==> config.mk <==
export PLATFORM = sky130hd
export DESIGN_NAME = instr_sequencer
export DESIGN_NICKNAME = d
export VERILOG_FILES = /design/src/rtl/instr_sequencer.sv
export SDC_FILE = /design/constraint.sdc
export NUM_CORES = 1
export LEC_CHECK = 0
export ABC_AREA = 1
export BUFFER_PORTS_ARGS = -buffer_cell sky130_fd_sc_hd__buf_4
export CAP_MARGIN = 20
export CORE_MARGIN = 2
export CORE_UTILIZATION = 49
export CTS_CLUSTER_DIAMETER = 30
export DETAILED_ROUTE_END_ITERATION = 7
export HOLD_SLACK_MARGIN = 0.06
export PLACE_DENSITY = 0.76
export SYNTH_ARGS = -nofsm -noshare
export SYNTH_HDL_FRONTEND = slang
export SYNTH_SLANG_ARGS = --single-unit
==> constraint.sdc <==
create_clock -name Clk -period 1.8 [get_ports Clk]
set_clock_uncertainty 0.1 [all_clocks]
set_input_delay 0.36 -clock Clk [delete_from_list [all_inputs] [get_ports Clk]]
set_output_delay 0.36 -clock Clk [all_outputs]
set_load 0.03 [all_outputs]
==> src/rtl/instr_sequencer.sv <==
// instr_sequencer: multi-cycle FETCH/DECODE/EXEC/MEM/WB sequencer owning pc and ir.
// Gates register-file and data-memory writes from the decoder's control outputs.
module instr_sequencer #(
   parameter int          PCW         = 10,
   parameter logic [8:0]  HALT_OP     = 9'b111111111,
   parameter int          MEM_TIMEOUT = 15,
   parameter int          CNTW        = 16
) (
   input  logic            Clk,
   input  logic            Reset,
   input  logic            start,
   output logic [PCW-1:0]  imem_addr,
   input  logic [8:0]      instr_in,
   output logic [8:0]      ir,
   input  logic            dec_branch,
   input  logic            dec_mem_rd,
   input  logic            dec_mem_wr,
   input  logic            dec_reg_write,
   input  logic            br_taken,
   input  logic [PCW-1:0]  br_target,
   output logic            dmem_req,
   output logic            dmem_we,
   input  logic            dmem_ready,
   output logic            reg_we,
   output logic [PCW-1:0]  pc,
   output logic            busy,
   output logic            halted,
   output logic            fault,
   output logic [CNTW-1:0] retired
);

   typedef enum logic [2:0] {
      S_IDLE, S_FETCH, S_DECODE, S_EXEC, S_MEM, S_WB, S_HALT, S_FAULT
   } state_t;

   state_t          state_q, state_d;
   logic [PCW-1:0]  pc_q, pc_d;
   logic [PCW-1:0]  npc_q, npc_d;    // pc to commit when a memory instruction completes
   logic [8:0]      ir_q, ir_d;
   logic [CNTW-1:0] ret_q, ret_d;
   logic [7:0]      wcnt_q, wcnt_d;  // cycles spent in MEM without dmem_ready
   logic            st_q, st_d;      // pending memory op is a store
   logic [PCW-1:0]  br_pc;
   logic            retire;

   // Next pc if the current EXEC instruction completes; branch decision taken here
   assign br_pc = (dec_branch && br_taken) ? br_target : pc_q + PCW'(1);

   // State register and datapath registers
   always_ff @(posedge Clk or posedge Reset) begin
      if (Reset) begin
         state_q <= S_IDLE;
         pc_q    <= '0;
         npc_q   <= '0;
         ir_q    <= '0;
         ret_q   <= '0;
         wcnt_q  <= '0;
         st_q    <= 1'b0;
      end else begin
         state_q <= state_d;
         pc_q    <= pc_d;
         npc_q   <= npc_d;
         ir_q    <= ir_d;
         ret_q   <= ret_d;
         wcnt_q  <= wcnt_d;
         st_q    <= st_d;
      end
   end

   // Next-state logic, pc/ir/retire updates and write gating
   always_comb begin
      state_d = state_q;
      pc_d    = pc_q;
      npc_d   = npc_q;
      ir_d    = ir_q;
      ret_d   = ret_q;
      wcnt_d  = wcnt_q;
      st_d    = st_q;
      reg_we  = 1'b0;
      retire  = 1'b0;
      case (state_q)
         S_IDLE, S_HALT, S_FAULT: begin
            if (start) begin
               pc_d    = '0;
               ret_d   = '0;
               state_d = S_FETCH;
            end
         end
         S_FETCH:  state_d = S_DECODE;
         S_DECODE: begin
            ir_d    = instr_in;
            state_d = S_EXEC;
         end
         S_EXEC: begin
            if (ir_q == HALT_OP) begin
               state_d = S_HALT;
            end else if (dec_mem_wr || dec_mem_rd) begin
               // store wins over load when both are flagged
               st_d    = dec_mem_wr;
               npc_d   = br_pc;
               wcnt_d  = '0;
               state_d = S_MEM;
            end else begin
               reg_we  = dec_reg_write;
               pc_d    = br_pc;
               retire  = 1'b1;
               state_d = S_FETCH;
            end
         end
         S_MEM: begin
            if (dmem_ready) begin
               if (st_q) begin
                  pc_d    = npc_q;
                  retire  = 1'b1;
                  state_d = S_FETCH;
               end else begin
                  state_d = S_WB;
               end
            end else if (wcnt_q == 8'(MEM_TIMEOUT - 1)) begin
               // pc stays on the faulting instruction
               state_d = S_FAULT;
            end else begin
               wcnt_d = wcnt_q + 8'd1;
            end
         end
         S_WB: begin
            reg_we  = 1'b1;
            pc_d    = npc_q;
            retire  = 1'b1;
            state_d = S_FETCH;
         end
         default: state_d = S_IDLE;
      endcase
      if (retire && (ret_q != {CNTW{1'b1}}))
         ret_d = ret_q + CNTW'(1);
   end

   assign imem_addr = pc_q;
   assign pc        = pc_q;
   assign ir        = ir_q;
   assign retired   = ret_q;
   assign dmem_req  = (state_q == S_MEM);
   assign dmem_we   = (state_q == S_MEM) && st_q;
   assign busy      = (state_q == S_FETCH) || (state_q == S_DECODE) || (state_q == S_EXEC) ||
                      (state_q == S_MEM)   || (state_q == S_WB);
   assign halted    = (state_q == S_HALT);
   assign fault     = (state_q == S_FAULT);

endmodule

# Yosys cells after proc, flatten, opt, wreduce, memory -nomap -nowiden
# Index checks and enable logic that the tools add are counted.
[totals]
register_bits = 57
out_inout_bits = 51
latchBits = 0
mem_count = 0
in_bits = 28
ramBits = 0
rom_bits = 0
[classes]
div = 0
magnitude_cmp = 0
add_sub_neg = 3
shift = 0
n_eq_ne = 19
n_mul = 0
n_bitwise = 1
n_reduce_logical = 19
muxes = 30
[ops]
columns = ["cell", "n"]
rows = [
  ["$mux W10", 6],
  ["$mux W16", 3],
  ["$pmux W10 S4", 1],
  ["$mux W8", 4],
  ["$mux W3", 6],
  ["$pmux W3 S6", 1],
  ["$add A16 B1 Y16 const B", 1],
  ["$ne A16 B16 Y1 const B", 1],
  ["$pmux W8 S2", 1],
  ["$eq A3 B3 Y1 const B", 4],
  ["$ne A2 B2 Y1 const B", 6],
  ["$add A10 B1 Y10 const B", 1],
  ["$eq A9 B9 Y1 const B", 1],
  ["$add A8 B1 Y8 const B", 1],
  ["$eq A8 B4 Y1 const B", 1],
  ["$eq A3 B2 Y1 const B", 2],
  ["$mux W1", 6],
  ["$reduce_and A6 Y1", 1],
  ["$reduce_bool A2 Y1", 3],
  ["$logic_or A1 B1 Y1", 5],
  ["$reduce_and A5 Y1", 1],
  ["$ne A2 B1 Y1 const B", 2],
  ["$reduce_and A2 Y1", 2],
  ["$reduce_bool A4 Y1", 1],
  ["other kinds (9)", 11],
]

# Longest topological paths before layout
[logic_depth]
ltp_word = 7
ltp_mapped = 12
mapped_depth_nobuf = 10

# Worst setup path before layout
# OpenSTA, ideal clock, no wires.
[synth_path]
kind = "register -> register"
start = "reg ret_q[0] (netlist: retired[0])"
end = "reg ret_q[5] (netlist: retired[5])"
setup_time_ns = 0.118
t_arrival_ns = 1.698
setup_slack_ns = -0.116
stages_incl_launch_ff = 10
required_ns = 1.582
cell_sequence = "dfrtp_1 -> ha_1 -> nand3_1 -> nor3_2 -> nand4_1 -> nand2_1 -> buf_6 -> clkinv_2 -> nand3b_1 -> nand2_1"
[synth_between]
elab_chain_cells = 4
[synth_lines]
columns = ["item", "line_no", "text"]
rows = [
  ["from (decl)", "40", "logic [CNTW-1:0] ret_q, ret_d;"],
  ["from (signal assigned)", "64", "ret_q <= ret_d;"],
  ["parallel branches: the longest is 4 deep, another holds $add A16 B1 Y16", "--", ""],
]
# Several ways; the timed one is not identified.
# A chain may end at the register's enable or synchronous reset.

# Worst setup path in the final report
[layout_path]
start = "reg ir_q[5] (netlist: ir[5])"
end = "out reg_we"
[layout_between]
elab_chain_cells = 3
[layout_lines]
columns = ["item", "line_no", "text"]
rows = [
  ["from (decl)", "39", "logic [8:0] ir_q, ir_d;"],
  ["from (signal assigned)", "63", "ir_q <= ir_d;"],
  ["$eq A9 B9 Y1", "95", "if (ir_q == HALT_OP) begin"],
  ["$mux W1", "95", ""],
  ["$pmux W1 S2", "81", "case (state_q)"],
  ["to (decl)", "24", "output logic reg_we,"],
]
# Every way passes these cells.

==> results.py <==
metrics = {
    "run_status": {
        "status": "finished with violations",
        "failed_checks": "negative setup slack",
    },
    "worst_hold_path": {
        "hold_depth": 3,
        "worstHoldPathType": "in -> reg",
    },
    "synth": {
        "yosys_register_bits": 57,
        "yosysTopAreaCell": "dfrtp_1",
        "synth_common_cells": "nand2_1, dfrtp_1, nor2_1, nand3_1, inv_1",
        "synth-async-reset-ratio_pct": 100.0,
        "yosys-top-cells-area": "dfrtp_1, nand2_1, nand3_1",
        "synth_edf_count": 0,
        "ys_seq_area_share_pct": 42.46,
        "synthCells": 444,
        "synth_nets": 476,
        "synth_top_area_share_pct": 42.46,
        "synth.most_common_cell": "nand2_1",
        "ys.flop_type": "dfrtp_1",
        "ys_types": 36,
        "ys_warn_count": 0,
        "synth_area_mm2": 0.003359,
        "avgSynthCellArea_um2": 7.566,
    },
    "die": {
        "rows": 30,
        "die-height_um": 86.80,
        "coreArea_mm2": 0.006719,
        "start_util_pct": 50.00,
        "die-area_mm2": 0.007534,
        "die_width_um": 86.80,
        "boundaryPins": 79,
    },
    "worst_setup_path": {
        "arrival_ps": 1390,
        "path_buf_inv": 2,
        "slowest_delay_ps": 380,
        "path_cells": "nand2_2 > nor2_2 > nand3_2 > buf_6 > nand3_2 > nand2_2 > buf_6",
        "crit_family": "simple AND/OR/NAND/NOR gates",
        "critPathMaxFanout": 4,
        "end_kind": "primary output",
        "cp_slowest_cell": "dfrtp_1",
        "worst-path-stages": 7,
        "cp-start-kind": "register",
        "worstRegToRegCells": 10,
        "required_ps": 1340,
        "critPathKind": "reg -> out",
    },
    "global_route": {
        "grt_pass1_vias": 3048,
        "grt_usage_pct": 23.30,
        "grt_first_pass_wirelength_um": 13890,
        "grt_max_degree": 58,
        "grt.overflow.total": 0,
        "antenna_found_initial": 0,
    },
    "cts": {
        "htreeDepth": 3,
        "worstSkewPairLatency_ps": 330,
        "cts.path.max_buffers": 2,
        "cts_tree": "done",
        "clkTransAtPathRegs_ps": 70,
        "cts_sinks": 57,
        "cts-root-buf": "clkbuf_8",
        "numCtsBuffers": 9,
    },
    "final_layout": {
        "syn2layout_area_growth_pct": 38.40,
        "antennaDiodeCount": 0,
        "drive_gt1_share_pct": 34.40,
        "multi_input_comb_area_mm2": 0.001784,
        "fill_cells": 533,
        "num-nets-final": 591,
        "postLayoutCoreUtil_pct": 69.20,
        "regArea_mm2": 0.001433,
    },
    "timing": {
        "setup_tns_ps": -57.21,
        "slew_viol_final": 0,
        "rsz0062_at_grt": "true",
        "fin_crit_sh_pct": 102.9,
        "fmax_ghz": 0.5398,
        "hold_violations": 0,
        "setup_violations": 2,
        "slew_headroom_pct": 71.27,
        "worst_slack_ps": -52.45,
        "min_period_ps": 1852,
        "worst_pin_slew_ps": 429.8,
    },
    "power_and_ir_drop": {
        "irDropWorstVdd_v": 0.0009763,
        "powerDensity_mw_per_mm2": 1467,
        "leakage_uw": 0.002292,
    },
    "detailed_routing": {
        "detail-route-antenna-nets": 0,
        "drt-initial-drc-count": 193,
        "first_pass_iters": 5,
        "vias_per_cell": 5.179,
        "wirelength_um": 8571,
        "route.vias.total": 3335,
        "wl_per_cell_um": 13.31,
        "drc": 0,
    },
    "placement": {
        "dpl.hpwl_um": 5974,
        "gp_congestion": 0.9026,
        "port_buffers": 78,
    },
    "run": {
        "maxCapViolCount": 0,
    },
}
## logic make-up after synthesis
| kind of cell | after synthesis | synth area share (%) |
|---|---|---|
| muxes | 8 | 2.682 |
| AOI/OAI and AO/OA | 52 | 8.343 |
| DFF | 57 | 42.46 |
| xor gates and xnor gates | 18 | 4.693 |
| and+or+nand+nor | 248 | 32.07 |
| buffers and inverters | 57 | 8.268 |
| adders and majority gates | 4 | 1.490 |
## sequential cells by signal, summed over array words and instances (netlist names)
register / cells
npc_q: 10
st_q: 1
ir: 9
wcnt_q: 8
state_q: 3
retired: 16
imem_addr: 10
## path summary, 6_finish.rpt
check,start,to,slack (ps)
max,ir[5],reg_we,-50
min,dec_mem_wr,st_q,150
max reg2reg,state_q[1],wcnt_q[1],70
min reg2reg,npc_q[8],npc_q[8],380
max in group asynchronous,Reset,state_q[2],770
min in group asynchronous,Reset,imem_addr[7],560
## power by group
group / internal (µW) / leakage, µW / switching (µW)
combinational: 1490 / 0.00145 / 2250
sequential: 1660 / 0.000741 / 289
clock: 646 / 0.000102 / 492
total: 3790 / 0.00229 / 3030
## layout make-up
cell class / count / area share, %
clock buffer: 14 / 3.929
timing repair buffer: 122 / 21.15
clock inverter: 2 / 0.2153
sequential: 57 / 30.81
tap: 80 / 2.153
multi-input combinational: 331 / 38.37
inverter: 38 / 3.364
## per-layer routing
metal	track usage, %	vias up	wire (µm)	part of all wire (%)
li1	-	1660	-	-
met1	30.79	1541	3648	43
met2	37.06	113	4210	49
met3	4.190	21	479	5.6
met4	11.08	0	232	2.7
met5	0	-	0	0
## tightest hold or removal path: stages
cell,delay [ps]
buf_4,80
nand2_1,40
o21ai_0,60
## through the flow
| stage | setup slack [ps] | cells | cell area [µm²] | hold slack (ps) | power [µW] |
|---|---|---|---|---|---|
| 2_1_floorplan | -8.695 | 444 | 3366 | 346.8 | 4084 |
| 3_3_place_gp | 36.27 | 605 | 4098 | 362.3 | 4963 |
| 3_5_place_dp | -5.777 | 605 | 4098 | 367.1 | 5038 |
| 4_1_cts | -80.63 | 635 | 4453 | 142.2 | 6464 |
| 5_1_grt | -127.1 | 644 | 4649 | 151.5 | 7268 |
| 6_report | -52.45 | 644 | 4649 | 152.6 | 6821 |
## placed cells by master, fill, tap and decap left out, types with 6 or more instances in the layout
cell / netlist / routed
a21oi_1: 9 / 8
clkbuf_8: 0 / 13
nand2_2: 5 / 6
mux2_2: 8 / 8
inv_1: 31 / 29
nor2_1: 44 / 36
buf_6: 1 / 14
o21ai_1: 15 / 15
o21ai_0: 19 / 19
nand3_1: 39 / 36
nand4_1: 7 / 7
buf_4: 13 / 106
xor2_1: 13 / 13
dfrtp_1: 57 / 52
nand2_1: 135 / 131
nor2_2: 1 / 7
## repair_timing
action,4_1_cts,5_1_grt
pin swaps,9,16
gates cloned,0,1
gates resized for setup,16,34
hold endpoints to repair,57,0
setup endpoints to repair,8,37
hold buffers,1,0
setup buffers,13,8
(Power assumes the default switching activity.)
